===== src/rtl/ycbcr_skin_detect.sv =====
// Cb/Cr window skin classifier: 2-stage mask pipeline plus per-frame skin count and bounding box.
// Define SKIN_BBOX_EN to build the bounding-box tracker; without it bbox_* are tied to zero.
`timescale 1ns/1ps
module ycbcr_skin_detect #(
  parameter int unsigned X_BITS   = 11,
  parameter int unsigned Y_BITS   = 11,
  parameter int unsigned CNT_BITS = 22,
  parameter logic [23:0] FG_RGB   = 24'hFFFFFF
) (
  input  logic                clk,
  input  logic                rst_n,
  input  logic                EN,
  input  logic                pre_vs,
  input  logic                pre_de,
  input  logic [7:0]          pre_y,
  input  logic [7:0]          pre_cb,
  input  logic [7:0]          pre_cr,
  input  logic [7:0]          cb_min,
  input  logic [7:0]          cb_max,
  input  logic [7:0]          cr_min,
  input  logic [7:0]          cr_max,
  output logic                post_vs,
  output logic                post_de,
  output logic [23:0]         post_data,
  output logic                frame_done,
  output logic [CNT_BITS-1:0] skin_cnt,
  output logic                bbox_valid,
  output logic [X_BITS-1:0]   bbox_x0,
  output logic [X_BITS-1:0]   bbox_x1,
  output logic [Y_BITS-1:0]   bbox_y0,
  output logic [Y_BITS-1:0]   bbox_y1
);

  typedef enum logic [1:0] {ST_IDLE, ST_ACCUM, ST_LATCH, ST_BLANK} state_t;

  state_t              state_q, state_d;
  logic                in_win;
  logic                hit1_q, hit1_d;
  logic                de1_q, vs1_q, de2_q, vs2_q;
  logic [23:0]         data2_q, data2_d;
  logic [CNT_BITS-1:0] skin_acc_q, skin_acc_d;
  logic [CNT_BITS-1:0] skin_cnt_q, skin_cnt_d;
  logic                frame_done_q, frame_done_d;
  logic                vs_fall, vs_rise;
  logic                acc_clr, acc_en;

`ifdef SKIN_BBOX_EN
  logic              de_prev_q;
  logic [X_BITS-1:0] col_q, col_d, col1_q;
  logic [Y_BITS-1:0] row_q, row_d, row1_q;
  logic [X_BITS-1:0] x_min_q, x_min_d, x_max_q, x_max_d;
  logic [Y_BITS-1:0] y_min_q, y_min_d, y_max_q, y_max_d;
  logic              any_hit_q, any_hit_d;
  logic              bbox_valid_q, bbox_valid_d;
  logic [X_BITS-1:0] bbox_x0_q, bbox_x0_d, bbox_x1_q, bbox_x1_d;
  logic [Y_BITS-1:0] bbox_y0_q, bbox_y0_d, bbox_y1_q, bbox_y1_d;
`endif

  // An inverted window (min > max) can never satisfy both bounds, so no special case is needed.
  always_comb begin
    in_win  = (pre_cb >= cb_min) && (pre_cb <= cb_max) &&
              (pre_cr >= cr_min) && (pre_cr <= cr_max);
    hit1_d  = pre_de & ~pre_vs & in_win;
    data2_d = hit1_q ? FG_RGB : 24'h000000;
  end

`ifdef SKIN_BBOX_EN
  always_comb begin
    col_d = col_q;
    row_d = row_q;
    if (pre_vs) begin
      col_d = '0;
      row_d = '0;
    end else if (pre_de) begin
      col_d = col_q + 1'b1;
    end else if (de_prev_q) begin
      col_d = '0;
      row_d = row_q + 1'b1;
    end
  end
`endif

  // Frame boundaries are taken from the stage-1 vs so the final pixel's hit lands before LATCH.
  assign vs_fall = vs2_q & ~vs1_q;
  assign vs_rise = ~vs2_q & vs1_q;

  always_comb begin
    state_d      = state_q;
    acc_clr      = 1'b0;
    acc_en       = 1'b0;
    frame_done_d = 1'b0;
    skin_cnt_d   = skin_cnt_q;
`ifdef SKIN_BBOX_EN
    bbox_valid_d = bbox_valid_q;
    bbox_x0_d    = bbox_x0_q;
    bbox_x1_d    = bbox_x1_q;
    bbox_y0_d    = bbox_y0_q;
    bbox_y1_d    = bbox_y1_q;
`endif
    if (!EN) begin
      state_d = ST_IDLE;
      acc_clr = 1'b1;
    end else begin
      case (state_q)
        ST_IDLE, ST_BLANK: begin
          acc_clr = 1'b1;
          if (vs_fall) begin
            state_d = ST_ACCUM;
            acc_en  = 1'b1;
          end
        end
        ST_ACCUM: begin
          acc_en = 1'b1;
          if (vs_rise) state_d = ST_LATCH;
        end
        ST_LATCH: begin
          skin_cnt_d   = skin_acc_q;
          frame_done_d = 1'b1;
          state_d      = ST_BLANK;
`ifdef SKIN_BBOX_EN
          bbox_valid_d = any_hit_q;
          bbox_x0_d    = any_hit_q ? x_min_q : '0;
          bbox_x1_d    = any_hit_q ? x_max_q : '0;
          bbox_y0_d    = any_hit_q ? y_min_q : '0;
          bbox_y1_d    = any_hit_q ? y_max_q : '0;
`endif
        end
        default: state_d = ST_IDLE;
      endcase
    end
  end

  // Clearing and accumulating in the same cycle starts a fresh frame with the current hit.
  always_comb begin
    skin_acc_d = acc_clr ? '0 : skin_acc_q;
`ifdef SKIN_BBOX_EN
    x_min_d   = acc_clr ? '1 : x_min_q;
    x_max_d   = acc_clr ? '0 : x_max_q;
    y_min_d   = acc_clr ? '1 : y_min_q;
    y_max_d   = acc_clr ? '0 : y_max_q;
    any_hit_d = acc_clr ? 1'b0 : any_hit_q;
`endif
    if (acc_en && hit1_q) begin
      if (skin_acc_d != {CNT_BITS{1'b1}}) skin_acc_d = skin_acc_d + 1'b1;
`ifdef SKIN_BBOX_EN
      any_hit_d = 1'b1;
      if (col1_q < x_min_d) x_min_d = col1_q;
      if (col1_q > x_max_d) x_max_d = col1_q;
      if (row1_q < y_min_d) y_min_d = row1_q;
      if (row1_q > y_max_d) y_max_d = row1_q;
`endif
    end
  end

  always_ff @(posedge clk or negedge rst_n) begin
    if (!rst_n) begin
      state_q      <= ST_IDLE;
      hit1_q       <= 1'b0;
      de1_q        <= 1'b0;
      vs1_q        <= 1'b0;
      de2_q        <= 1'b0;
      vs2_q        <= 1'b0;
      data2_q      <= '0;
      skin_acc_q   <= '0;
      skin_cnt_q   <= '0;
      frame_done_q <= 1'b0;
`ifdef SKIN_BBOX_EN
      de_prev_q    <= 1'b0;
      col_q        <= '0;
      row_q        <= '0;
      col1_q       <= '0;
      row1_q       <= '0;
      x_min_q      <= '1;
      x_max_q      <= '0;
      y_min_q      <= '1;
      y_max_q      <= '0;
      any_hit_q    <= 1'b0;
      bbox_valid_q <= 1'b0;
      bbox_x0_q    <= '0;
      bbox_x1_q    <= '0;
      bbox_y0_q    <= '0;
      bbox_y1_q    <= '0;
`endif
    end else begin
      state_q      <= state_d;
      hit1_q       <= hit1_d;
      de1_q        <= pre_de;
      vs1_q        <= pre_vs;
      de2_q        <= de1_q;
      vs2_q        <= vs1_q;
      data2_q      <= data2_d;
      skin_acc_q   <= skin_acc_d;
      skin_cnt_q   <= skin_cnt_d;
      frame_done_q <= frame_done_d;
`ifdef SKIN_BBOX_EN
      de_prev_q    <= pre_de;
      col_q        <= col_d;
      row_q        <= row_d;
      col1_q       <= pre_vs ? '0 : col_q;
      row1_q       <= pre_vs ? '0 : row_q;
      x_min_q      <= x_min_d;
      x_max_q      <= x_max_d;
      y_min_q      <= y_min_d;
      y_max_q      <= y_max_d;
      any_hit_q    <= any_hit_d;
      bbox_valid_q <= bbox_valid_d;
      bbox_x0_q    <= bbox_x0_d;
      bbox_x1_q    <= bbox_x1_d;
      bbox_y0_q    <= bbox_y0_d;
      bbox_y1_q    <= bbox_y1_d;
`endif
    end
  end

  assign post_vs    = EN ? vs2_q   : pre_vs;
  assign post_de    = EN ? de2_q   : pre_de;
  assign post_data  = EN ? data2_q : {pre_y, pre_cb, pre_cr};
  assign frame_done = frame_done_q;
  assign skin_cnt   = skin_cnt_q;

`ifdef SKIN_BBOX_EN
  assign bbox_valid = bbox_valid_q;
  assign bbox_x0    = bbox_x0_q;
  assign bbox_x1    = bbox_x1_q;
  assign bbox_y0    = bbox_y0_q;
  assign bbox_y1    = bbox_y1_q;
`else
  assign bbox_valid = 1'b0;
  assign bbox_x0    = '0;
  assign bbox_x1    = '0;
  assign bbox_y0    = '0;
  assign bbox_y1    = '0;
`endif

endmodule


===== config.mk =====
export PLATFORM = sky130hd
export DESIGN_NAME = ycbcr_skin_detect
export DESIGN_NICKNAME = d
export VERILOG_FILES = /design/src/rtl/ycbcr_skin_detect.sv
export SDC_FILE = /design/constraint.sdc
export NUM_CORES = 1
export LEC_CHECK = 0
export ABC_AREA = 1
export BUFFER_PORTS_ARGS = -buffer_cell sky130_fd_sc_hd__buf_2
export CORE_UTILIZATION = 40
export DETAILED_ROUTE_END_ITERATION = 10
export PLACE_DENSITY = 0.63
export SYNTH_ARGS = -nofsm -noshare
export SYNTH_HDL_FRONTEND = slang
export SYNTH_SLANG_ARGS = --single-unit

===== constraint.sdc =====
create_clock -name clk -period 2.85 [get_ports clk]
set_input_delay 0.285 -clock clk [delete_from_list [all_inputs] [get_ports clk]]
set_output_delay 0.285 -clock clk [all_outputs]
set_load 0.02 [all_outputs]

* Word-level counts from Yosys, hierarchy flattened
Index checks and enable logic that the tools add are counted.
Word-level totals: memory bits (read-only) 0, memories 0, flip-flop bits (word level) 76, output and inout bits 94, RAM bits 0, bits in latches 0
Cells by class: multiply operators 0, mux-type cells 18, add/subtract/negate cells 1, magnitude comparators 4, div/mod/pow operators 0, bitwise gates (word level) 7, shift operators 0, reduce and logical (&&, ||, !) cells 8, equal/unequal tests 6
Operator list (number):
- $mux W22 | 3
- $mux W24 | 2
- $add A22 B1 Y22 const B | 1
- $ne A22 B22 Y1 const B | 1
- $ge A8 B8 Y1 | 2
- $le A8 B8 Y1 | 2
- $mux W1 | 8
- $mux W2 | 3
- $ne A3 B3 Y1 const B | 2
- $pmux W2 S3 | 1
- $and A1 B1 Y1 | 4
- $eq A2 B2 Y1 const B | 2
- $logic_and A1 B1 Y1 | 4
- $reduce_and A2 Y1 | 2
- $not A1 Y1 | 3
- $eq A2 B1 Y1 const B | 1
- $logic_not A2 Y1 | 1
- $pmux W1 S2 | 1
- $reduce_or A2 Y1 | 1

* Depth between registers and ports, before layout
Gate-level depths: netlist of the first run.
depth after elaboration 8, gate-level depth with buffers 17

* Worst setup path before layout of the first run
OpenSTA, ideal clock, no wires.
kind reg2reg, start point reg state_q[0], end point reg skin_acc_q[20], data required time 2733 ps, setup slack 488 ps, stages on the path, launching flop included 17, clock period less this slack 2362 ps, buffers on the path 1, arrival 2245 ps, library setup time 117 ps, cell sequence dfrtp_1 -> inv_1 -> ha_1 -> inv_2 -> nand2_4 -> buf_6 -> nor2_1 -> ha_1 -> nand2_1 -> inv_1 -> nand3_1 -> nor2_1 -> nand2_1 -> nor2_1 -> nand3_1 -> o21ai_1 -> inv_1
Between the ends: word-level cells in the longest chain between the ends 8, elaborated cells between the ends (all ways) 14, those cells by class add/sub: 1; eq/ne: 3; mux: 7; reduce/logical: 3
Ends and longest elaborated chain:
- from (decl) | line 36 | state_t state_q, state_d;
- from (signal assigned) | line 185 | state_q <= state_d;
- $eq A2 B2 Y1 / $logic_not A2 Y1 (equally long branches) | line 104 | case (state_q)
- $reduce_or A2 Y1 | line 104
- $mux W1 | line 104
- $mux W1 | line 100 | if (!EN) begin
- $mux W22 | line 135 | skin_acc_d = acc_clr ? '0 : skin_acc_q;
- $add A22 B1 Y22 / $ne A22 B22 Y1 (equally long branches) | line 144 | if (skin_acc_d != {CNT_BITS{1'b1}}) skin_acc_d = skin_acc_d + 1'b1;
- $mux W22 | line 144
- $mux W22 * | line 143 | if (acc_en && hit1_q) begin
- via skin_acc_d[20] | line 41 | logic [CNT_BITS-1:0] skin_acc_q, skin_acc_d;
- to (signal assigned) | line 192 | skin_acc_q <= skin_acc_d;
- to (decl) | line 41
Mark *: on every way through the listed nets, which the timed path passes. The rest lies on a longest branch. A chain may end at the register's enable or synchronous reset.

* Worst setup path in the final report of the first run
Ends and elaborated chain as after synthesis.

==> results.py, run 1 <==
metrics = {
    "status": {
        "status": "completed",
    },
    "critical_path": {
        "cp_top_family": "simple AND/OR/NAND/NOR gates",
        "path_class": "reg2reg",
        "start_kind": "register",
        "arrival_ps": 2660,
        "max_stage_delay_ps": 420,
        "end_kind": "register",
        "crit_chain": "inv_1, ha_1, inv_2, nand2_4, nor2_1, ha_1, nand2_1, inv_1, nand3_1, nor2_1, nand2_1, nor2_1, nand3_1, o21ai_1, inv_1",
        "slowest_stage": "dfrtp_1",
        "crit_buf_inv": 4,
        "crit_fanout": 4,
        "required_ps": 3060,
    },
    "power": {
        "finalPower_mw": 2.06,
        "power_density_nw_per_um2": 415,
        "power.leakage_nw": 2.93,
        "ir_worst_vdd_v": 0.000176,
    },
    "grt": {
        "grt_antenna_before_repair": 0,
        "grt_overflow": 0,
        "grt_pass1_vias": 3615,
        "grtUsageTotal": 0.180,
        "grt_pass1_wl_mm": 16.4,
        "grt_max_degree": 54,
    },
    "clock_tree": {
        "cts_buffers": 5,
        "cts_root_buf": "clkbuf_8",
        "post_cts_buffers": 0,
        "clk_latency_ps": 310,
        "cts_sinks": 53,
        "cts.clk_slew.worst_paths_ps": 100,
        "cts_tree": "built",
        "cts_buffer_depth": 2,
        "hold_buffers": 0,
        "cts.htree.levels": 2,
        "cts_resized": 0,
    },
    "yosys": {
        "synth_area_leaders": "dfrtp_1 (31%), nand2_1 (16%), ha_1 (11%)",
        "synth_cells": 598,
        "synth_edf_count": 0,
        "yosys.cell_types.count": 35,
        "syn_area_sq_um": 4310,
        "ys_warn_count": 0,
        "synthFlopType": "dfrtp_1",
        "synth.largest_area_cell": "dfrtp_1",
        "yosysSeqAreaShare": 0.308,
        "yosys.area.top_type_share": 0.308,
        "postSynth.asyncResetShare": 1.00,
        "avgSynthCellArea_sq_um": 7.20,
        "ys_ff_latch": 53,
    },
    "detailed_routing": {
        "vias": 3802,
        "vias_per_cell": 4.49,
        "drt-total-wl_mm": 9.63,
        "firstDrtPassIters": 4,
        "routedWlPerCell_um": 11.4,
        "ant_nets": 0,
        "detail_route.iter0.violations": 210,
        "drcViolationCount": 0,
    },
    "floorplan": {
        "coreArea_sq_um": 10400,
        "die_h_um": 106,
        "start_util": 0.415,
        "ios": 155,
        "die_area_sq_um": 11200,
        "rows": 37,
        "fp.dieW_um": 106,
    },
    "sta": {
        "fmax_ghz": 0.407,
        "period_needed_ps": 2460,
        "finalSetupTns_ps": 0,
        "slew_headroom": 0.497,
        "clock_skew_ps": 12.0,
        "hold_ws_ps": 94.8,
        "slew_viol_final": 0,
        "finalCritPeriodShare": 0.863,
        "setup_viol": 0,
        "tightest_slew_ps": 752,
        "hold_violations": 0,
        "grt_setup_unrepaired": "false",
    },
    "layout": {
        "final_cell_mix": "nand2_1 (183), buf_2 (109), inv_1 (90), dfrtp_1 (53), conb_1 (45)",
        "design_area_sq_um": 4950,
        "num_antenna_cells": 0,
        "final_cells": 846,
        "final_common_cell": "nand2_1",
        "area_delta_synth_final_pct": 15.0,
        "drive_above_1_share": 0.228,
        "fillers": 1042,
        "nets": 807,
    },
    "job": {
        "maxCapViolCount": 0,
    },
    "placed_design": {
        "hpwl_mm": 7.85,
        "dpl-instance-area_sq_um": 4820,
        "dp.cells": 838,
        "port_buffers": 109,
        "routabilityCongestion": 0.862,
    },
    "hold_path": {
        "hold_class": "in2reg",
    },
}
[cell usage after synthesis, types with 2 or more instances]
library cell  number
a21oi_1           14
and2_1             2
buf_4             45
buf_6              4
clkbuf_1           7
dfrtp_1           53
ha_1              37
inv_1             90
inv_2              3
nand2_1          183
nand2_2            4
nand2_4            2
nand3_1           35
nand3_2            4
nand4_1           12
nand4_2            2
nor2_1            26
nor2_2            11
nor2_4             7
nor3_1             7
o21ai_0           26
o21ai_1            2
xnor2_1            4
xor2_1             7
[worst paths after layout]
check | cells past startpoint | slack (ps) | start | end
worst max-delay path | 15 | 390 | state_q[0] | skin_acc_q[20]
worst min-delay path | 1 | 90 | pre_de | de1_q
worst max register to register | 15 | 390 | state_q[0] | skin_acc_q[20]
worst min register to register | 0 | 360 | de1_q | de2_q
max in group asynchronous | 2 | 2320 | rst_n | skin_acc_q[6]
min in group asynchronous | 2 | 100 | rst_n | skin_acc_q[14]
[power breakdown]
part | total [mW] | leakage (nW) | switching, mW | internal [mW]
registers | 0.790 | 0.729 | 0.0187 | 0.771
clock network | 0.598 | 0.0681 | 0.249 | 0.349
logic | 0.670 | 2.13 | 0.464 | 0.207
[final cells by class]
type / count / area [sq um] / area share
Multi-Input combinational cell: 437 / 2360 / 0.476
Timing Repair Buffer: 118 / 613 / 0.124
Sequential cell: 53 / 1330 / 0.268
Inverter: 94 / 353 / 0.0712
Tap cell: 136 / 170 / 0.0343
Clock buffer: 5 / 68.8 / 0.0139
Clock inverter: 3 / 65.1 / 0.0131
[logic make-up (layout without fill, tap and decap cells)]
kind of cell             Yosys count  count (layout)  synth area share
XOR/XNOR                          11              11            0.0224
AO/OA/AOI/OAI                     47              47            0.0578
adder cells (fa/ha/maj)           37              37             0.107
AND/OR/NAND/NOR                  297             297             0.321
other                              1              45          0.000871
buffers and inverters            152             220             0.183
flip-flops                        53              53             0.308
[metrics by stage]
| stage | worst slack [ps] | util |
|---|---|---|
| final | 392 | 0.478 |
| after global routing | 112 | 0.478 |
| after CTS | 385 | 0.478 |
| after detailed placement | 395 | 0.465 |
| after global placement | 472 | 0.465 |
| after floorplan | 488 | - |
[worst reg2reg max path, cell delays in order, from the launching register on]
cell	delay, ps
dfrtp_1	420
inv_1	80
ha_1	370
inv_2	100
nand2_4	50
nor2_1	130
ha_1	200
nand2_1	90
inv_1	60
nand3_1	150
nor2_1	160
nand2_1	70
nor2_1	180
nand3_1	120
o21ai_1	130
inv_1	50
[registers in the layout (all words and copies together) (netlist names)]
register	flops
skin_acc_q	22
data2_q	1
frame_done	1
state_q	2
de1_q	1
skin_cnt	22
de2_q	1
hit1_q	1
vs1_q	1
vs2_q	1
[routing by layer]
| metal | track usage | share of wire |
|---|---|---|
| met2 | 0.316 | 0.46 |
| met3 | 0.0204 | 0.056 |
| met4 | 0.0595 | 0.018 |
| met1 | 0.228 | 0.46 |
| met5 | 0 | 0 |
(Power assumes the default switching activity.)
==> inputs of run 2 (changes only) <==
==> constraint.sdc (replaced) <==
create_clock -name clk -period 2.85 [get_ports clk]
set_input_delay 0.1425 -clock clk [delete_from_list [all_inputs] [get_ports clk]]
set_output_delay 0.1425 -clock clk [all_outputs]
set_load 0.02 [all_outputs]
==> run 2 against run 1 <==
Global-route usage is essentially flat. Design area down 0.71%. Power fell by 9.3%. Highest routed layer unchanged.
==> results.py, run 2 (synthesis gave the netlist of run 1 again) <==
metrics = {
    "grt": {
        "grtUsageMet1": 0.234,
        "grt_pass1_wl_mm": 16.6,
        "grtUsageTotal": 0.180,
        "use_met3": 0.0198,
        "grt_max_degree": 37,
        "grt.met2_usage": 0.317,
        "grt_antenna_before_repair": 0,
        "grt_pass1_vias": 3705,
        "busiest_layer": "met2",
        "grt_overflow": 0,
    },
    "critical_path": {
        "required_ps": 3050,
        "crit_fanout": 4,
        "crit_chain": "inv_1, ha_1, inv_2, nand2_4, nor2_1, ha_1, nand2_1, inv_1, nand3_1, nor2_1, nand2_1, nor2_1, nand3_1, o21ai_1, inv_1",
        "arrival_ps": 2680,
        "end_kind": "register",
        "start_kind": "register",
        "max_stage_delay_ps": 400,
        "path_class": "reg2reg",
        "slowest_stage": "dfrtp_1",
    },
    "layout": {
        "fillers": 1081,
        "drive_above_1_share": 0.222,
        "final_common_cell": "nand2_1",
        "design_area_sq_um": 4920,
        "regArea_sq_um": 1330,
        "final_cell_mix": "nand2_1 (183), buf_2 (109), inv_1 (90), dfrtp_1 (53), conb_1 (45)",
        "nets": 808,
        "multi_input_area_sq_um": 2360,
        "num_antenna_cells": 0,
        "area_delta_synth_final_pct": 14.2,
    },
    "floorplan": {
        "die_h_um": 106,
        "ios": 155,
        "rows": 37,
        "start_util": 0.415,
        "die_area_sq_um": 11200,
        "fp.dieW_um": 106,
        "coreArea_sq_um": 10400,
    },
    "power": {
        "power_density_nw_per_um2": 380,
        "power.leakage_nw": 2.90,
        "ir_worst_vdd_v": 0.000190,
        "finalPower_mw": 1.87,
    },
    "clock_tree": {
        "cts.htree.levels": 2,
        "cts_tree": "built",
        "cts_sinks": 53,
        "cts_buffers": 5,
        "cts_resized": 0,
        "hold_buffers": 3,
        "cts_root_buf": "clkbuf_8",
        "clk_latency_ps": 300,
        "cts.clk_slew.worst_paths_ps": 90,
        "post_cts_buffers": 0,
        "cts_buffer_depth": 2,
    },
    "detailed_routing": {
        "vias_per_cell": 4.58,
        "detail_route.iter0.violations": 201,
        "routedWlPerCell_um": 11.2,
        "firstDrtPassIters": 5,
        "drt-total-wl_mm": 9.52,
        "ant_nets": 0,
        "drcViolationCount": 0,
        "vias": 3881,
    },
    "sta": {
        "fin_ws_ps": 375,
        "slew_viol_final": 0,
        "finalSetupTns_ps": 0,
        "grt_setup_unrepaired": "false",
        "fmax_ghz": 0.404,
        "period_needed_ps": 2470,
        "hold_ws_ps": 333,
        "tightest_slew_ps": 742,
        "hold_violations": 0,
        "setup_viol": 0,
        "slew_headroom": 0.504,
        "finalCritPeriodShare": 0.868,
        "clock_skew_ps": 5.04,
    },
    "placed_design": {
        "dpl-instance-area_sq_um": 4810,
        "place_ws_ps": 369,
        "routabilityCongestion": 0.854,
        "hpwl_mm": 7.84,
        "port_buffers": 109,
    },
    "job": {
        "maxCapViolCount": 0,
    },
    "status": {
        "status": "completed",
    },
    "hold_path": {
        "hold_class": "in2async",
    },
}
==> run 2: worst max-delay path, delay by kind of cell, from the launching register on <==
| family | cells | cell delay, ps |
|---|---|---|
| buffers and inverters | 4 | 300 |
| and+or+nand+nor | 8 | 990 |
| DFF | 1 | 400 |
| AOI/OAI and AO/OA | 1 | 120 |
| adders and majority gates | 2 | 580 |
==> run 2: power breakdown <==
| part | switching, mW | leakage [nW] | internal (mW) |
|---|---|---|---|
| Combinational | 0.461 | 2.13 | 0.208 |
| Sequential | 0.0177 | 0.729 | 0.771 |
| Clock | 0.235 | 0.0385 | 0.174 |
| Total | 0.714 | 2.90 | 1.15 |
==> run 2: worst paths after layout <==
check	startpoint	endpoint	slack [ps]	cells after the start
max	state_q[0]	skin_acc_q[20]	380	15
min	rst_n	skin_cnt[7]	330	2
max reg2reg	state_q[0]	skin_acc_q[20]	380	15
min reg2reg	de1_q	de2_q	360	0
max in group asynchronous	rst_n	skin_acc_q[18]	1750	3
min in group clk	pre_cb[7]	hit1_q	350	7
==> run 2: per-layer routing <==
metal / part of all wire / routed length, um
met1: 0.46 / 4400
met5: 0 / 0
met2: 0.47 / 4520
met3: 0.054 / 510
met4: 0.0097 / 92
==> run 2: metrics by stage <==
| stage | std cells | util |
|---|---|---|
| 2_1_floorplan | 642 | - |
| 3_3_place_gp | 836 | 0.463 |
| 3_5_place_dp | 836 | 0.463 |
| 4_1_cts | 847 | 0.474 |
| 5_1_grt | 847 | 0.474 |
| 6_report | 847 | 0.474 |
==> run 2: final cells by class <==
cell class                 count  area share
sequential                    53       0.270
timing repair buffer         119       0.128
clock inverter                 1     0.00153
inverter                      94      0.0717
multi-input combinational    437       0.479
tap                          136      0.0346
clock buffer                   7      0.0155
==> inputs of run 3 (changes only) <==
--- a/config.mk
+++ b/config.mk
@@ -9,7 +9,7 @@
 export BUFFER_PORTS_ARGS = -buffer_cell sky130_fd_sc_hd__buf_2
 export CORE_UTILIZATION = 40
 export DETAILED_ROUTE_END_ITERATION = 10
-export PLACE_DENSITY = 0.63
+export PLACE_DENSITY = 0.65
 export SYNTH_ARGS = -nofsm -noshare
 export SYNTH_HDL_FRONTEND = slang
 export SYNTH_SLANG_ARGS = --single-unit
==> run 3 against run 2 <==
Clock-buffer cell count down 2. Sequential share of layout area down 0.35 points. Sequential cell count unchanged. Critical endpoint unchanged. Largest power group unchanged. Highest routed layer unchanged.
==> results.py, run 3 (synthesis gave the netlist of run 1 again) <==
metrics = {
    "sta": {
        "setup_viol": 0,
        "slew_viol_final": 0,
        "clock_skew_ps": 8.80,
        "hold_violations": 0,
        "fin_ws_ps": 275,
        "finalCritPeriodShare": 0.903,
        "tightest_slew_ps": 788,
        "grt_setup_unrepaired": "false",
        "fmax_ghz": 0.388,
        "slew_headroom": 0.473,
        "finalSetupTns_ps": 0,
        "period_needed_ps": 2570,
    },
    "power": {
        "internal-power_mw": 1.33,
        "ir_worst_vdd_v": 0.000322,
        "p_clk_frac": 0.290,
        "finalPower_mw": 2.06,
        "switchingPower_uw": 730,
        "p_sw_frac": 0.354,
        "power_density_nw_per_um2": 413,
        "power.leakage_nw": 2.94,
        "pwr-share-comb": 0.327,
        "power_frac_seq": 0.383,
    },
    "status": {
        "status": "completed",
    },
    "layout": {
        "final_cell_mix": "nand2_1 (183), buf_2 (109), inv_1 (90), dfrtp_1 (53), conb_1 (45)",
        "nets": 810,
        "design_area_sq_um": 4980,
        "drive_above_1_share": 0.227,
        "utilization": 0.481,
        "num_antenna_cells": 0,
        "final_common_cell": "nand2_1",
        "area_delta_synth_final_pct": 15.7,
    },
    "floorplan": {
        "ios": 155,
        "fp.dieW_um": 106,
        "rows": 37,
        "coreArea_sq_um": 10400,
        "die_area_sq_um": 11200,
        "start_util": 0.415,
        "die_h_um": 106,
    },
    "clock_tree": {
        "cts.htree.levels": 2,
        "cts_sinks": 53,
        "cts.clk_slew.worst_paths_ps": 100,
        "clk_latency_ps": 310,
        "cts_buffer_depth": 2,
        "cts_buffers": 5,
        "cts_root_buf": "clkbuf_8",
        "cts_tree": "built",
    },
    "detailed_routing": {
        "drt-total-wl_mm": 9.84,
        "top_layer_used": "met4",
        "routedWlPerCell_um": 11.6,
        "dr_wl_met2_mm": 4.65,
        "wl_met1_mm": 4.33,
        "ant_nets": 0,
        "vias": 3871,
        "drcViolationCount": 0,
        "firstDrtPassIters": 5,
        "vias_per_cell": 4.56,
        "wl_met3_um": 704,
        "detail_route.iter0.violations": 252,
    },
    "critical_path": {
        "crit_fanout": 4,
        "path_class": "reg2reg",
        "arrival_ps": 2780,
        "start_kind": "register",
        "end_kind": "register",
        "required_ps": 3060,
        "r2r_setup_slack_ps": 280,
    },
    "grt": {
        "grt_pass1_vias": 3701,
        "grtUsageTotal": 0.182,
        "grt_pass1_wl_mm": 16.7,
        "grt_antenna_before_repair": 0,
        "grt_overflow": 0,
        "grt_max_degree": 36,
    },
    "hold_path": {
        "hold_class": "in2reg",
    },
    "placed_design": {
        "routabilityCongestion": 0.881,
        "place_ws_ps": 321,
        "dpl-instance-area_sq_um": 4820,
        "port_buffers": 109,
        "hpwl_mm": 7.87,
    },
    "job": {
        "maxCapViolCount": 0,
    },
}
-- run 3: cell types whose count changed in the layout (fill, tap and decap cells not counted) --
cell and delta:
clkinvlp_4 -1, buf_4 +2, clkinv_2 +1, bufinv_16 +2, clkbuf_1 -2
-- run 3: repair_timing --
| item | in CTS | in global routing |
|---|---|---|
| buffers inserted | 0 | 0 |
| endpoints found under the hold margin | 33 | 0 |
| resized for setup | 0 | 0 |
| hold buffers | 3 | 0 |
-- run 3: final cells by class --
class / instances / area, sq um
multi-input combinational: 437 / 2360
fill: 1071 / 5390
timing repair buffer: 121 / 643
tap: 136 / 170
sequential: 53 / 1330
inverter: 94 / 353
clock inverter: 3 / 65.1
clock buffer: 5 / 68.8
-- run 3: final timing paths --
| path | startpoint | end | cells after the start |
|---|---|---|---|
| max in group asynchronous | rst_n | skin_cnt[18] | 3 |
| min in group asynchronous | rst_n | skin_acc_q[10] | 2 |
| hold reg to reg | de1_q | de2_q | 0 |
| setup reg to reg | state_q[0] | skin_acc_q[20] | 15 |
| setup / recovery | state_q[0] | skin_acc_q[20] | 15 |
| hold / removal | EN | skin_acc_q[1] | 5 |
-- run 3: worst max-delay path, cell delays in order, from the launching register on --
cell     delay (ps)
dfrtp_1         400
inv_1            90
ha_1            370
inv_2           110
nand2_4          50
nor2_1          130
ha_1            210
nand2_1          90
inv_1            70
nand3_1         150
nor2_1          210
nand2_1          80
nor2_1          190
nand3_1         140
o21ai_1         140
inv_1            50
-- run 3: metal layers --
layer,global-route usage,up-vias
li1,-,1999
met1,0.228,1689
met2,0.325,164
met3,0.0204,19
met4,0.0536,0
met5,0,-
-- run 3: metrics by stage --
step / hold WS (ps) / instances
final: 227 / 849
after global routing: 246 / 849
after CTS: 225 / 849
after detailed placement: 257 / 838
after global placement: 249 / 838
after floorplan: -153 / 642
-- run 3: power groups by stage --
stage	clock, mW	sequential, mW	combinational [mW]
3_3_place_gp	0	0.801	0.657
3_5_place_dp	0	0.805	0.668
6_report	0.597	0.790	0.674
5_1_grt	0.640	0.792	0.748
2_1_floorplan	0	0.804	0.546
4_1_cts	0.613	0.790	0.681
